===== src/rtl/bram_asym_stream.sv =====
// Asymmetric single-clock line buffer: narrow words stream in, wide lines are read by address.
// Optional feature macro: BRAM_ASYM_OUTREG_EN adds a second read output register stage.
module bram_asym_stream #(
  parameter  int A_WIDTH         = 32,
  parameter  int RATIO           = 2,
  parameter  int DEPTH_B         = 8,
  localparam int B_WIDTH         = A_WIDTH * RATIO,
  localparam int B_ADDRESS_WIDTH = $clog2(DEPTH_B)
) (
  input  logic                       clk,
  input  logic                       rst,
  input  logic                       a_valid,
  output logic                       a_ready,
  input  logic [A_WIDTH-1:0]         a_data,
  input  logic                       b_en,
  input  logic                       b_consume,
  input  logic [B_ADDRESS_WIDTH-1:0] b_addr,
  output logic [B_WIDTH-1:0]         b_rdata,
  output logic                       b_rvalid,
  output logic [DEPTH_B-1:0]         line_full,
  output logic [B_ADDRESS_WIDTH:0]   full_count
);

  // A RATIO of 1 still gets a one-bit slot counter that simply stays at zero.
  localparam int SLOT_WIDTH = (RATIO > 1) ? $clog2(RATIO) : 1;

  logic [B_WIDTH-1:0]         mem [DEPTH_B];
  logic [B_ADDRESS_WIDTH-1:0] wr_line;
  logic [SLOT_WIDTH-1:0]      wr_slot;
  logic                       wr_fire;
  logic                       wr_last;
  logic                       rd_consume;
  logic [DEPTH_B-1:0]         set_mask;
  logic [DEPTH_B-1:0]         clr_mask;
  logic [B_WIDTH-1:0]         rd_data_q;
  logic                       rd_valid_q;

  assign a_ready    = ~line_full[wr_line];
  assign wr_fire    = a_valid && a_ready;
  assign wr_last    = (wr_slot == SLOT_WIDTH'(RATIO - 1));
  assign rd_consume = b_en && b_consume && line_full[b_addr];

  always_comb begin
    set_mask = '0;
    clr_mask = '0;
    if (wr_fire && wr_last) set_mask[wr_line] = 1'b1;
    if (rd_consume)         clr_mask[b_addr]  = 1'b1;
  end

  // Write pointer: {wr_line, wr_slot}, wrapping naturally since DEPTH_B is a power of two.
  always_ff @(posedge clk) begin
    if (rst) begin
      wr_line <= '0;
      wr_slot <= '0;
    end else if (wr_fire) begin
      if (wr_last) begin
        wr_slot <= '0;
        wr_line <= wr_line + B_ADDRESS_WIDTH'(1);
      end else begin
        wr_slot <= wr_slot + SLOT_WIDTH'(1);
      end
    end
  end

  // Set and consume never hit the same line, so the count moves only when exactly one fires.
  always_ff @(posedge clk) begin
    if (rst) begin
      line_full  <= '0;
      full_count <= '0;
    end else begin
      line_full <= (line_full | set_mask) & ~clr_mask;
      case ({|set_mask, rd_consume})
        2'b10:   full_count <= full_count + (B_ADDRESS_WIDTH+1)'(1);
        2'b01:   full_count <= full_count - (B_ADDRESS_WIDTH+1)'(1);
        default: full_count <= full_count;
      endcase
    end
  end

  // NOTE: the storage array has no reset so it maps onto block RAM; only control state is cleared.
  always_ff @(posedge clk) begin
    if (wr_fire && !rst) begin
      for (int k = 0; k < RATIO; k++) begin
        if (wr_slot == SLOT_WIDTH'(k)) mem[wr_line][k*A_WIDTH +: A_WIDTH] <= a_data;
      end
    end
  end

  // NOTE: non-blocking read of mem in the same edge as a write gives read-first (old) contents.
  always_ff @(posedge clk) begin
    if (rst) begin
      rd_data_q  <= '0;
      rd_valid_q <= 1'b0;
    end else begin
      rd_valid_q <= b_en && line_full[b_addr];
      if (b_en) rd_data_q <= mem[b_addr];
    end
  end

`ifdef BRAM_ASYM_OUTREG_EN
  always_ff @(posedge clk) begin
    if (rst) begin
      b_rdata  <= '0;
      b_rvalid <= 1'b0;
    end else begin
      b_rdata  <= rd_data_q;
      b_rvalid <= rd_valid_q;
    end
  end
`else
  assign b_rdata  = rd_data_q;
  assign b_rvalid = rd_valid_q;
`endif

endmodule


===== config.mk =====
export PLATFORM = sky130hd
export DESIGN_NAME = bram_asym_stream
export DESIGN_NICKNAME = d
export VERILOG_FILES = /design/src/rtl/bram_asym_stream.sv
export SDC_FILE = /design/constraint.sdc
export NUM_CORES = 1
export LEC_CHECK = 0
export BUFFER_PORTS_ARGS = -buffer_cell sky130_fd_sc_hd__buf_2
export CAP_MARGIN = 0
export CELL_PAD_IN_SITES_DETAIL_PLACEMENT = 1
export CELL_PAD_IN_SITES_GLOBAL_PLACEMENT = 1
export CORE_MARGIN = 2
export CORE_UTILIZATION = 46
export DETAILED_ROUTE_END_ITERATION = 16
export PLACE_DENSITY_LB_ADDON = 0.1
export SKIP_CTS_REPAIR_TIMING = 1
export SLEW_MARGIN = 10
export SYNTH_ARGS = -nofsm -noshare
export SYNTH_HDL_FRONTEND = slang
export SYNTH_SLANG_ARGS = --single-unit
export TNS_END_PERCENT = 1

===== constraint.sdc =====
create_clock -name clk -period 3.5 [get_ports clk]
set_input_delay 0.175 -clock clk [delete_from_list [all_inputs] [get_ports clk]]
set_output_delay 0.175 -clock clk [all_outputs]
set_load 0.01 [all_outputs]

==> results of run 1 <==
[cells by family (layout without fill, tap and decap cells)]
kind of cell / count (synthesis) / count (layout) / share of synthesized area, %
and+or+nand+nor: 200 / 200 / 4.04
muxes: 130 / 130 / 6.53
other: 0 / 1 / 0
AOI/OAI and AO/OA: 323 / 323 / 11.5
DFF: 593 / 593 / 74.6
buffers and inverters: 112 / 330 / 2.88
adders and majority gates: 5 / 5 / 0.308
xor gates and xnor gates: 2 / 2 / 0.0769
[power groups by stage]
stage | clock network (W) | registers [W] | logic (W)
3_5_place_dp | 0 | 0.00798 | 0.000889
4_1_cts | 0.00622 | 0.00783 | 0.000894
6_report | 0.00613 | 0.00783 | 0.000926
5_1_grt | 0.00649 | 0.00784 | 0.000991
2_1_floorplan | 0 | 0.00799 | 0.000462
3_3_place_gp | 0 | 0.00798 | 0.000873
[metal layers]
layer | track usage, % | share of wire, % | vias to the layer above
met5 | 0 | 0.038 | -
met3 | 3.71 | 6.2 | 106
li1 | - | - | 5836
met1 | 37.9 | 44 | 7351
met2 | 42.9 | 48 | 533
met4 | 7.66 | 2.2 | 4
[state kept, by name (all words and copies together), names as in the netlist]
signal,count
b_rdata,64
b_rvalid,1
full_count,4
line_full,8
mem,512
wr_last,1
wr_line,3
[through the flow]
| stage | setup TNS, ns | area [um2] | setup WS [ns] | util (%) | power (W) |
|---|---|---|---|---|---|
| floorplan | -33.91 | 22800 | -0.262 | - | 0.00845 |
| global placement | 0 | 24300 | 0.511 | 49.6 | 0.00885 |
| detailed placement | 0 | 24300 | 0.405 | 49.6 | 0.00887 |
| CTS | 0 | 26200 | 0.483 | 53.4 | 0.0149 |
| global route | 0 | 26500 | 0.305 | 54.2 | 0.0153 |
| finish | 0 | 26500 | 0.504 | 54.2 | 0.0149 |
[worst min-delay path, stage by stage]
cell	delay (ns)
sky130_fd_sc_hd__buf_6	0.10
sky130_fd_sc_hd__nor3_1	0.07
sky130_fd_sc_hd__a211oi_1	0.22
[layout make-up]
cell class | instances | area, um2 | share of cell area (%)
flip-flops and latches | 593 | 17000 | 64.1
multi-input cells | 660 | 5250 | 19.8
clock buffers | 88 | 1760 | 6.64
repair buffers | 207 | 1530 | 5.76
well taps | 664 | 831 | 3.13
clock inverters | 23 | 113 | 0.425
inverters | 12 | 45.0 | 0.170
diodes | 1 | 2.50 | 0.00943
[how the worst max path moves through the flow]
stage,to,depth (start not counted),slack [ns],from
final,full_count[3],10,0.50,wr_line[0]
after global routing,full_count[3],10,0.30,wr_line[0]
after CTS,full_count[3],10,0.48,wr_line[0]
after detailed placement,full_count[3],10,0.41,b_addr[2]
after global placement,full_count[3],10,0.51,b_addr[2]
after floorplan,mem[4][32],4,-0.26,wr_line[0]
[cell usage in the layout, fill, tap and decap left out, drive strengths merged, types with 6 or more instances in the layout]
cell type,instances
nor3,16
o211a,6
o211ai,6
nand3,13
nor2,85
mux4,8
a211oi,20
nand2,46
inv,13
a2bb2oi,6
a311oi,26
mux2i,54
a22o,25
a21o,8
o221a,17
o2bb2ai,24
dlygate4sd3,36
buf,171
dfxtp,81
edfxtp,512
a21oi,23
nor2b,12
o21ai,23
a22oi,46
mux2,68
clkbuf,88
clkinv,21
a221oi,56
and3,7
a221o,12
==> out/summary.md, run 1 <==
The first global-routing pass estimated 96800 um of wire. The cell with the largest stage delay on the worst path is sky130_fd_sc_hd__dfxtp_1. TritonCTS built the clock tree.

Summed over all nets, the half-perimeter wirelength after detailed placement is 35300 um. In this run the biggest area consumer among cell types represents 67.5% of the synthesized area. The arrival time at the worst endpoint was 3.50 ns. After synthesis, the most frequently instantiated cells are sky130_fd_sc_hd__edfxtp_1, sky130_fd_sc_hd__nor2_1, sky130_fd_sc_hd__dfxtp_1.

Counting flops with an async set or reset pin after synthesis yields a share of 0%. Synthesis produced a netlist with a net count of 1410. The count of buffer and inverter cells on the critical path was 1; the worst max-slew margin expressed relative to the limit was 24.7%.

The run gives 0.00791 ns as the final worst hold slack. The type of element capturing the critical path is a flop. The worst register-to-register path begins at wr_line[0]. Across the VDD grid, the largest voltage drop is 0.426 mV.

The highest fanout seen on the critical path came out at 8. The internal power of the cells totals 0.0116 W. The routed length per placed instance is 30.2 um, and the placement row count is 81. Counting the fill cells in the layout gives 4588. The leakage power of the design was 9.01 nW; the final clock skew was 0.0220 ns. In the final design database the tool counted 1580 nets. The path depth of the worst reg2reg path was 10; the I/O pin total was 118. Based on the critical path, the design can be clocked at up to 0.334 GHz. The wire length reported by the detailed router was 67800 um; the required time at the endpoint of the critical path was 4.01 ns. The share of total power dissipated in combinational logic is 6.2%.

The share of layout cells above drive strength 1 was 23.7%; the switching portion of total power was 22.4%. The worst hold path passes through 3 cells. The most common cell in the synthesized netlist is sky130_fd_sc_hd__edfxtp_1. Including well taps, the total number of placed cells is 2100. In this run the tool buffered the top-level ports with 117 buffer cells. The largest stage delay on the critical path works out to 0.51 ns.

The width of the die works out to 227 um. The tools report the number of antenna violations at the first check in global routing as 3. During synthesis, Yosys emitted a total of 0 warnings. The per-cell via count in the routed design works out to 6.15.

The capturing point of the worst reg2reg path was full_count[3]. The tools report the maximum number of pins on one net before global-route repair as 99. The via count of the first global-routing pass came out at 13779.

The routed layout has 13830 vias. Setup repair after global routing left no endpoint under its margin. In this run the register-to-register setup slack is 0.50 ns. The leading register cell type out of synthesis is sky130_fd_sc_hd__edfxtp_1.

The floorplan step set the die height to 227 um. The tools report the detailed-route DRC error count as 0. The run gives 0 as the final-report setup violation count.

The worst hold path terminates at line_full[2]. Walking the worst path, the cells encountered are mux2i_1 -> o22ai_2 -> nor3_2 -> inv_1 -> ha_1 -> ha_1 -> a21o_1 -> a21oi_1 -> mux2i_1 -> mux2_2. Among cell families on the critical path, the largest total delay comes from multiplexers. The die covers 51300 um2.

The start point of the worst min-delay path is b_addr[2]. The core region is 49000 um2. Clock tree synthesis selected as its root buffer the cell sky130_fd_sc_hd__clkbuf_16.

The pre-antenna-repair detailed-routing pass consisted of 5 iterations. The tools report the number of maximum-capacitance violations as 0. In the finished design, the share of the clock period the worst path needs comes to 85.6%. Of the total power, the clock network draws 41.2%. Kind of launch point of the worst setup path: a flop.

The mapped cell area was 22800 um2. The start-to-end type of the worst setup path was flop to flop. At the pin with the least slew margin, the transition time is 1.13 ns. The total overflow reported by the global router is 0.

CTS built an H-tree with a depth of 2. The logs give 3 for the maximum clock path buffer count and 1175 for the detailed router's first-iteration violation count. The number of clock sinks was 593; the number of synthesized flops with an enable pin was 512. Dividing total power by cell area gives a power density of 561 nW/um2. The post-route antenna net violation count is 0. For this run, the register share of the synthesized area comes to 74.6%. The kind of path behind the tightest hold check is input pin to flop. Yosys mapped the design onto 61 distinct sky130hd cell types.

Synthesis handed over a netlist of 1365 instances. Yosys attributes the largest share of cell area to sky130_fd_sc_hd__edfxtp_1, sky130_fd_sc_hd__dfxtp_1, sky130_fd_sc_hd__mux2_2, sky130_fd_sc_hd__mux2i_1, sky130_fd_sc_hd__a221oi_1. In this run, CTS created clock tree buffers numbering 61. Leaving out filler cells and counting taps, the final layout contains 2248.

The flow ran to the end, and the final reports show no timing, DRC or antenna violations. The flip-flop and latch count after synthesis is 593. The total count of max-transition violations in the final report came out at 0.

The hold violation count in the final report was 0; the clock slew seen by the registers of the worst setup and hold paths was 0.07 ns. The worst path needs 3.00 ns of the cycle, external delays included. The synthesized design spends more area on one cell type than any other, namely sky130_fd_sc_hd__edfxtp_1.

The initial standard-cell utilization of the core is 46.5%, and the clock latency at the later pin of the worst-skew pair is 0.63 ns. The final RePlAce weighted congestion is 0.815. Sequential cells burn 52.6% of the power.

The analysis attributes to net switching a power of 0.00333 W. In this run the mean area of a mapped cell was 16.7 um2. Compared with the post-synthesis result, the final layout area differs by 16.5%. Global routing used 26.6% of the available tracks across all layers.
(Power assumes the default switching activity.)
==> inputs of run 2 (changes only) <==
- CORE_ASPECT_RATIO: default -> 2
==> run 2 against run 1 <==
  * The run now ends with hold timing left
  * Count of clock-buffer cells in the layout fell by 15
  * Largest power group unchanged
  * Global-route usage rose by 0.18 points
  * Sequential share of layout area rose by 0.76 points
  * Total power fell by 3.3%
  * Design area fell by 1.2%
  * First-iteration DRC count fell by 6.3%
  * Via count fell by 1.5%
  * Highest routed layer unchanged
  * Sequential cell count did not move
  * Combinational power fell by 0.9%
  * Routed wire length rose by 1.0%
  * Clock power fell by 7.7%
==> out/summary.md, run 2 (synthesis gave the netlist of run 1 again) <==
The largest registers in the layout are mem x512, b_rdata x64, line_full x8. The worst setup path is captured at a flop. The final period utilization is 85.0% (-0.56 points), and the I/O pin total is 118 (unchanged). Start-to-end type of the worst setup path: flop to flop. The antenna diode instance count is 0 (-1).

The area after detailed placement was 24300 um2 (-0.13%); the switching portion of total power was 22.2% (-0.15 points). The share of layout cells above drive strength 1 is 22.9% (-0.81 points), and the post-DP HPWL is 37000 um (+4.8%). Required time at the endpoint of the critical path: 4.00 ns (about the same).

The final worst hold slack was -0.00479 ns (-0.0127 ns). The flow ran to the end, but the final reports show violations. The width of the die was 161 um (-29%); the clock slew seen by the registers of the worst setup and hold paths was 0.07 ns (about the same).

The clock share of power came out at 39.3% (-1.9 points). The run gives 6.4% (+0.2 points) as the logic gate share of total power. The min-delay analysis places its worst path in the category input pin to flop. The routed length per placed instance works out to 31.2 um (+3.3%).

The most common cell after layout, fill and taps aside is sky130_fd_sc_hd__edfxtp_1. The worst IR drop on VDD is 0.408 mV (-4.2%). Die outline height: 319 um (+41%).

The final reports fail on hold timing. The tools report the post-route antenna net violation count as 0 (unchanged). The run gives 0.60 ns (-0.03 ns) as the clock latency at the later pin of the worst-skew pair. Per-cell via count in the routed design: 6.20 (+0.70%). The tools report the area of the die as 51400 um2 (+0.21%). The area of all placed cells without fillers came out at 26200 um2 (-1.2%). The wire length reported by the detailed router was 68500 um (+1.0%); the maximum number of pins on one net before global-route repair was 122 (+23%).

In the layout the commonest cells are sky130_fd_sc_hd__edfxtp_1, sky130_fd_sc_hd__buf_2, sky130_fd_sc_hd__dfxtp_1, sky130_fd_sc_hd__nor2_1, sky130_fd_sc_hd__mux2_2. The post-route setup TNS came out at 0 ns (unchanged). For the net switching power figure, the log shows 0.00320 W (-3.9%).

The tools report the number of nets at the end of the flow as 1560 (-1.3%). The filler cell count is 4586 (-0.044%), and the overall track demand over capacity in global routing is 26.8% (+0.18 points). The number of flip-flops under the largest register name works out to 512 (unchanged). The initial standard-cell utilization of the core was 46.4% (-0.11 points). For the wire length of the first global-routing pass, the log shows 98700 um (+1.9%). The maximum clock frequency is 0.336 GHz (+0.66%), and the number of levels in the clock H-tree is 2 (unchanged).

The kind of launch point of the worst setup path was a flop. The count of TritonRoute iterations in the first routing pass was 5 (unchanged); the hold violation count in the final report was 1 (+1). Setup repair after global routing left no endpoint under its margin. The part of the total power dissipated in sequential elements was 54.3% (+1.7 points); the area growth from synthesis to layout was 15.1%. The logs give 3 (unchanged) for the maximum clock path buffer count and 13623 (-1.5%) for the detailed-route via count. The tools report the leakage power of the design as 8.85 nW (-1.9%). TritonCTS built the clock tree. Transition at the pin with the smallest max-transition slack: 1.08 ns (-0.0447 ns). The logs give 14339 (+4.1%) for the via count of the first global-routing pass and 0.0179 ns (-0.00404 ns) for the final clock skew. For the count of non-filler cells in the finished layout, the log shows 2199 (-2.2%). The final RePlAce weighted congestion was 0.780 (-4.3%); the clock buffer count from CTS was 50 (-18%). The placement row count is 115 (+42%), and the count of input and output buffers is 117 (unchanged). The tools report the placeable core region as 49100 um2 (+0.24%). In this run the clock root is driven by a sky130_fd_sc_hd__clkbuf_16.

For the detailed-route DRC error count, the log shows 0 (unchanged). Arrival time at the worst endpoint: 3.47 ns (-0.03 ns). The largest register by flop count was mem. The power density relative to cell area is 549 nW/um2 (-2.1%), and the number of instances in the placed design is 2074 (-1.2%). Detailed router's first-iteration violation count: 1101 (-6.3%).

The number of clock sinks was 593 (unchanged); the final period demand of the worst path was 2.98 ns (-0.0196 ns). The run gives 27.8% (+3.1 points) as the worst max-slew margin expressed relative to the limit. Total count of max-transition violations in the final report: 0 (unchanged). The number of maximum-capacitance violations was 0 (unchanged). The internal portion of total power is 0.0112 W (-3.1%). The highest fanout seen on the critical path works out to 5 (-3). The final-report setup violation count is 0 (unchanged). The total overflow reported by the global router is 0 (unchanged), and the number of antenna violations at the first check in global routing is 1 (-2).
==> run 2: cell types whose count changed in the layout (fill, tap and decap cells not counted), moves of 2 or more <==
cell / change
sky130_fd_sc_hd__buf_12: +2
sky130_fd_sc_hd__buf_4: -7
sky130_fd_sc_hd__bufinv_16: +3
sky130_fd_sc_hd__clkbuf_1: -2
sky130_fd_sc_hd__clkbuf_16: -10
sky130_fd_sc_hd__clkbuf_8: -3
sky130_fd_sc_hd__clkinv_2: -5
sky130_fd_sc_hd__dlygate4sd3_1: -4
==> run 2: layout make-up <==
class | count | area (um2) | share of cell area (%)
Inverter | 12 | 45.0 | 0.172
Sequential cell | 593 | 17000 | 64.8
Timing Repair Buffer | 198 | 1480 | 5.63
Multi-Input combinational cell | 660 | 5260 | 20.0
Tap cell | 643 | 805 | 3.07
Clock inverter | 20 | 174 | 0.664
Clock buffer | 73 | 1460 | 5.58
==> run 2: final timing paths <==
path              depth (start not counted)   startpoint  slack, ns            end
setup / recovery                         10   wr_line[0]       0.52  full_count[3]
setup reg to reg                         10   wr_line[0]       0.52  full_count[3]
hold / removal                            3      a_valid     -0.005   line_full[2]
hold reg to reg                           2  b_rdata[15]       0.48    b_rdata[15]
==> run 2: power groups by stage <==
stage | registers [W] | clock network, W | logic, W
4_1_cts | 0.00782 | 0.00576 | 0.000898
6_report | 0.00782 | 0.00566 | 0.000918
5_1_grt | 0.00783 | 0.00600 | 0.000982
3_3_place_gp | 0.00798 | 0 | 0.000873
2_1_floorplan | 0.00799 | 0 | 0.000462
3_5_place_dp | 0.00798 | 0 | 0.000894
==> run 2: metal layers <==
metal | vias to the layer above | wire, um | global-route usage (%)
li1 | 5781 | - | -
met1 | 7175 | 26300 | 32.5
met2 | 508 | 35700 | 47.3
met3 | 157 | 3530 | 3.75
met4 | 2 | 3020 | 11.7
met5 | - | 13 | 0
==> run 2: worst max-delay path, stage by stage, from the launching register on <==
cell,delay [ns]
sky130_fd_sc_hd__dfxtp_1,0.48
sky130_fd_sc_hd__mux2i_1,0.27
sky130_fd_sc_hd__o221ai_1,0.21
sky130_fd_sc_hd__nor3_2,0.36
sky130_fd_sc_hd__inv_1,0.08
sky130_fd_sc_hd__ha_1,0.25
sky130_fd_sc_hd__ha_1,0.29
sky130_fd_sc_hd__a21o_1,0.17
sky130_fd_sc_hd__a21oi_1,0.17
sky130_fd_sc_hd__mux2i_1,0.22
sky130_fd_sc_hd__mux2_2,0.35
==> run 2: metrics by stage <==
step | hold slack (ns) | setup WS [ns] | util (%) | total power, W
floorplan | 0.274 | -0.262 | - | 0.00845
global placement | 0.467 | 0.553 | 49.4 | 0.00885
detailed placement | 0.464 | 0.519 | 49.4 | 0.00887
CTS | -0.105 | 0.497 | 52.8 | 0.0145
global route | 0.00922 | 0.298 | 53.4 | 0.0148
finish | -0.00479 | 0.524 | 53.4 | 0.0144
